==> src/rtl/irq_pending_ctrl.sv <==
// irq_pending_ctrl: four-channel interrupt capture and service sequencer.
// Rising edges on irq_in set sticky pending bits. The enabled subset is
// presented to an external priority encoder, and the encoder's choice is
// serviced one at a time through an irq_req/irq_ack handshake.
module irq_pending_ctrl #(
    parameter int N_IRQ = 4
) (
    input  logic             clk,
    input  logic             rst_n,
    input  logic [N_IRQ-1:0] irq_in,
    input  logic [N_IRQ-1:0] mask,
    output logic [N_IRQ-1:0] pend_vec,
    input  logic [1:0]       enc_y,
    input  logic             enc_valid,
    output logic             irq_req,
    output logic [1:0]       irq_id,
    input  logic             irq_ack,
    output logic [N_IRQ-1:0] pending,
    output logic [N_IRQ-1:0] ovf,
    input  logic             ovf_clr
);

    localparam logic [1:0] IDLE  = 2'd0;
    localparam logic [1:0] SERVE = 2'd1;
    localparam logic [1:0] GAP   = 2'd2;

    logic [1:0]       state;
    logic [1:0]       state_next;
    logic [N_IRQ-1:0] irq_d;
    logic [N_IRQ-1:0] rise;
    logic [N_IRQ-1:0] clr_vec;
    logic [N_IRQ-1:0] ovf_set;
    logic             ack_hit;

    assign rise     = irq_in & ~irq_d;
    assign pend_vec = pending & mask;
    assign ack_hit  = (state == SERVE) && irq_ack;

    // Decode the acknowledge into a one-hot clear of the channel being serviced.
    always_comb begin
        clr_vec = '0;
        if (ack_hit) begin
            clr_vec[irq_id] = 1'b1;
        end
    end

    // A new edge on a channel that is still pending (and not being retired now) is an overrun.
    always_comb begin
        ovf_set = rise & pending & ~clr_vec;
    end

    // Previous-cycle copy of the request lines; starts all-ones so lines high at reset release are ignored.
    always_ff @(posedge clk or negedge rst_n) begin
        if (!rst_n) begin
            irq_d <= '1;
        end else begin
            irq_d <= irq_in;
        end
    end

    // Sticky pending bits: a fresh edge beats a simultaneous acknowledge clear.
    always_ff @(posedge clk or negedge rst_n) begin
        if (!rst_n) begin
            pending <= '0;
        end else begin
            pending <= (pending & ~clr_vec) | rise;
        end
    end

    // Sticky overrun flags: a new overrun beats a simultaneous bulk clear.
    always_ff @(posedge clk or negedge rst_n) begin
        if (!rst_n) begin
            ovf <= '0;
        end else if (ovf_clr) begin
            ovf <= ovf_set;
        end else begin
            ovf <= ovf | ovf_set;
        end
    end

    // Next-state logic for the service sequencer.
    always_comb begin
        state_next = state;
        case (state)
            IDLE:    if (enc_valid) state_next = SERVE;
            SERVE:   if (irq_ack) state_next = GAP;
            GAP:     state_next = IDLE;
            default: state_next = IDLE;
        endcase
    end

    // State register plus the registered request/id, which are frozen for the whole service.
    always_ff @(posedge clk or negedge rst_n) begin
        if (!rst_n) begin
            state   <= IDLE;
            irq_req <= 1'b0;
            irq_id  <= 2'd0;
        end else begin
            state <= state_next;
            if (state == IDLE && enc_valid) begin
                irq_id  <= enc_y;
                irq_req <= 1'b1;
            end else if (ack_hit) begin
                irq_req <= 1'b0;
            end
        end
    end

endmodule
==> config.mk <==
export PLATFORM = sky130hd
export DESIGN_NAME = irq_pending_ctrl
export DESIGN_NICKNAME = d
export VERILOG_FILES = /design/src/rtl/irq_pending_ctrl.sv
export SDC_FILE = /design/constraint.sdc
export NUM_CORES = 1
export LEC_CHECK = 0
export ABC_AREA = 1
export CELL_PAD_IN_SITES_DETAIL_PLACEMENT = 0
export CELL_PAD_IN_SITES_GLOBAL_PLACEMENT = 1
export CORE_MARGIN = 1.5
export CORE_UTILIZATION = 26
export CTS_CLUSTER_SIZE = 20
export DETAILED_ROUTE_END_ITERATION = 7
export GPL_TIMING_DRIVEN = 0
export PLACE_DENSITY_LB_ADDON = 0.1
export REMOVE_ABC_BUFFERS = 1
export SLEW_MARGIN = 40
export SYNTH_ARGS = -nofsm -noshare
export SYNTH_HDL_FRONTEND = slang
export SYNTH_SLANG_ARGS = --single-unit
==> constraint.sdc <==
create_clock -name clk -period 0.9 [get_ports clk]
set_input_delay 0.09 -clock clk [delete_from_list [all_inputs] [get_ports clk]]
set_output_delay 0.09 -clock clk [all_outputs]
set_load 0.01 [all_outputs]
==> out/qor.yml <==
status: "finished with violations"
violations: "negative setup slack"
first_global_vias: 590
endpoint_kind: "primary output"
drt_iter0_markers: 7
final_cell_mix: "nand2_1 (26), inv_1 (15), buf_2 (15)"
grt.total_usage: 0.1109
timing.fmax_ghz: 1.007
clkSinkCount: 17
io_buffers: 29
yosysWarnings: 0
synthesis.area_um2: 718.2
leakage_nw: 0.6338
finalSetupViolations: 21
power.share.clock: 0.151
h-tree-depth: 1
worst_hold_path.num_cells: 1
critPathKind: "reg -> out"
wl_per_cell_um: 9.969
ir_worst_vdd_mv: 1.411
synth_seq_area_share: 0.5993
maxSlewViolCount: 0
seq_area_um2: 432.9
cts_root_buffer: "clkbuf_4"
holdPathEnd: "irq_d[3]"
dp_hpwl_mm: 1.067
place_ws_ns: -0.3555
worst_pin_slew_ns: 0.3905
hold_start: "irq_in[3]"
cts_buffer_depth: 2
p_seq_frac: 0.389
multi_input_comb_area_um2: 277.8
clock_latency_ns: 0.29
cts_tree: "built"
p_sw_mw: 0.9874
synth.distinct_cells: 11
final_common_cell: "nand2_1"
coreArea_mm2: 0.002545
reg2reg_depth: 4
yosys_register_bits: 17
worstPathRequired_ns: 0.81
r2r_end: "pending[2]"
cp_max_fo: 3
relSlewSlack: 0.7397
holdWs_ns: 0.2193
die_w_um: 55.56
power_mw: 2.741
routabilityCongestion: 0.6515
post-place-cells: 145
min_period_over_period: 1.104
vias: 663
routed_wirelength_mm: 1.615
die_h_um: 55.56
reg2reg_from: "state[1]"
syn_avg_cell_area_um2: 8.351
firstDrtPassIters: 2
drc: 0
grt_max_degree: 18
finalWorstSetupSlack_ns: -0.09334
fin_cells: 162
nNetsFinal: 148
drive_gt1_frac: 0.4470
synth_cells: 86
final.fill_count: 276
area_growth_pct: 64.81
finalHoldViolCount: 0
clk_pin_slew_ns: 0.10
grt_antenna_before_repair: 0
ios: 30
grt_first_pass_wirelength_mm: 2.622
hp-class: "in -> reg"
power_density_mw_per_mm2: 2316
rrSetupSlack_ns: -0.09
start_util: 0.2822
start_kind: "register"
finClkSkew_ns: 0.003798
period_needed_ns: 0.9933
rsz0062_at_grt: "true"
rows: 18
max-cap-violations: 0
critPathArrivalTime_ns: 0.90
cts_buffers: 3
internal-power_mw: 1.753
swShare: 0.3603
power_frac_comb: 0.460
n_antenna_cell: 0
dieArea_mm2: 0.003086
viasPerCell: 4.093
ant_nets: 0
grt_overflow: 0
## power groups by stage
stage                     registers (mW)  logic [mW]  clock network [mW]
after floorplan                     1.16       0.314                   0
after global placement              1.11       0.861                   0
after detailed placement            1.12       0.875                   0
after CTS                           1.07        1.02               0.429
after global routing                1.10        1.38               0.475
final                               1.07        1.26               0.413
## cell type report
class,instances,share of cell area
Multi-Input combinational cell,48,0.2347
Timing Repair Buffer,42,0.2770
Clock buffer,4,0.02220
Tap cell,30,0.03171
Sequential cell,17,0.3657
Inverter,21,0.06871
## state kept, by name, indices dropped and copies added, names as in the netlist
name / cells
pending: 4
irq_id: 2
irq_req: 1
state: 2
irq_d: 4
ovf: 4
## routing by layer
| metal | vias to the layer above | global-route usage | share of wire |
|---|---|---|---|
| li1 | 344 | - | - |
| met1 | 298 | 0.1384 | 0.46 |
| met2 | 19 | 0.1633 | 0.46 |
| met3 | 2 | 0.04215 | 0.073 |
| met4 | 0 | 0.06272 | 0.011 |
| met5 | - | 0 | 0 |
## how the worst max path moves through the flow
| stage | startpoint | to | slack [ns] | depth (start not counted) |
|---|---|---|---|---|
| after global placement | mask[0] | pend_vec[0] | -0.35 | 4 |
| after CTS | pending[3] | pend_vec[3] | -0.11 | 3 |
| after detailed placement | mask[0] | pend_vec[0] | -0.36 | 4 |
| after floorplan | irq_id[0] | ovf[2] | 0.03 | 4 |
| final | pending[3] | pend_vec[3] | -0.09 | 3 |
| after global routing | pending[2] | pend_vec[2] | -0.18 | 3 |
## critical path, stage by stage, from the launching register on
cell	delay (ns)
dfrtp_1	0.40
nand2_1	0.06
inv_1	0.03
buf_2	0.12
## Yosys cell counts
cell / instances / area (um^2)
o21ai_0: 6 / 30.03
o31ai_1: 1 / 7.510
inv_2: 2 / 7.510
nand2_1: 31 / 116.4
nand3_2: 2 / 20.02
dfrtp_1: 13 / 325.3
nand3_1: 2 / 10.01
nor2_2: 1 / 6.260
dfstp_2: 4 / 105.1
nor2_1: 5 / 18.77
inv_1: 19 / 71.32
## logic make-up after synthesis
logic type / after synthesis / synth area share
DFF: 17 / 0.5993
buffers and inverters: 21 / 0.1098
and+or+nand+nor: 41 / 0.2387
AOI/OAI and AO/OA: 7 / 0.05227
## stage by stage
step                cell area [um^2]  TNS (ns)  utilization
floorplan                      718.2         0            -
global placement                1046    -7.377       0.4110
detailed placement              1046    -8.196       0.4110
CTS                             1101    -1.200       0.4326
global route                    1184    -2.331       0.4651
finish                          1184   -0.9314       0.4651
## what timing repair did
item / CTS / global route
pin swaps: 8 / 10
hold buffers: 0 / 1
hold endpoints to repair: 0 / 13
resized for setup: 75 / 19
setup endpoints to repair: 24 / 27
setup buffers: 8 / 4
Power figures use the tool's default switching activity.
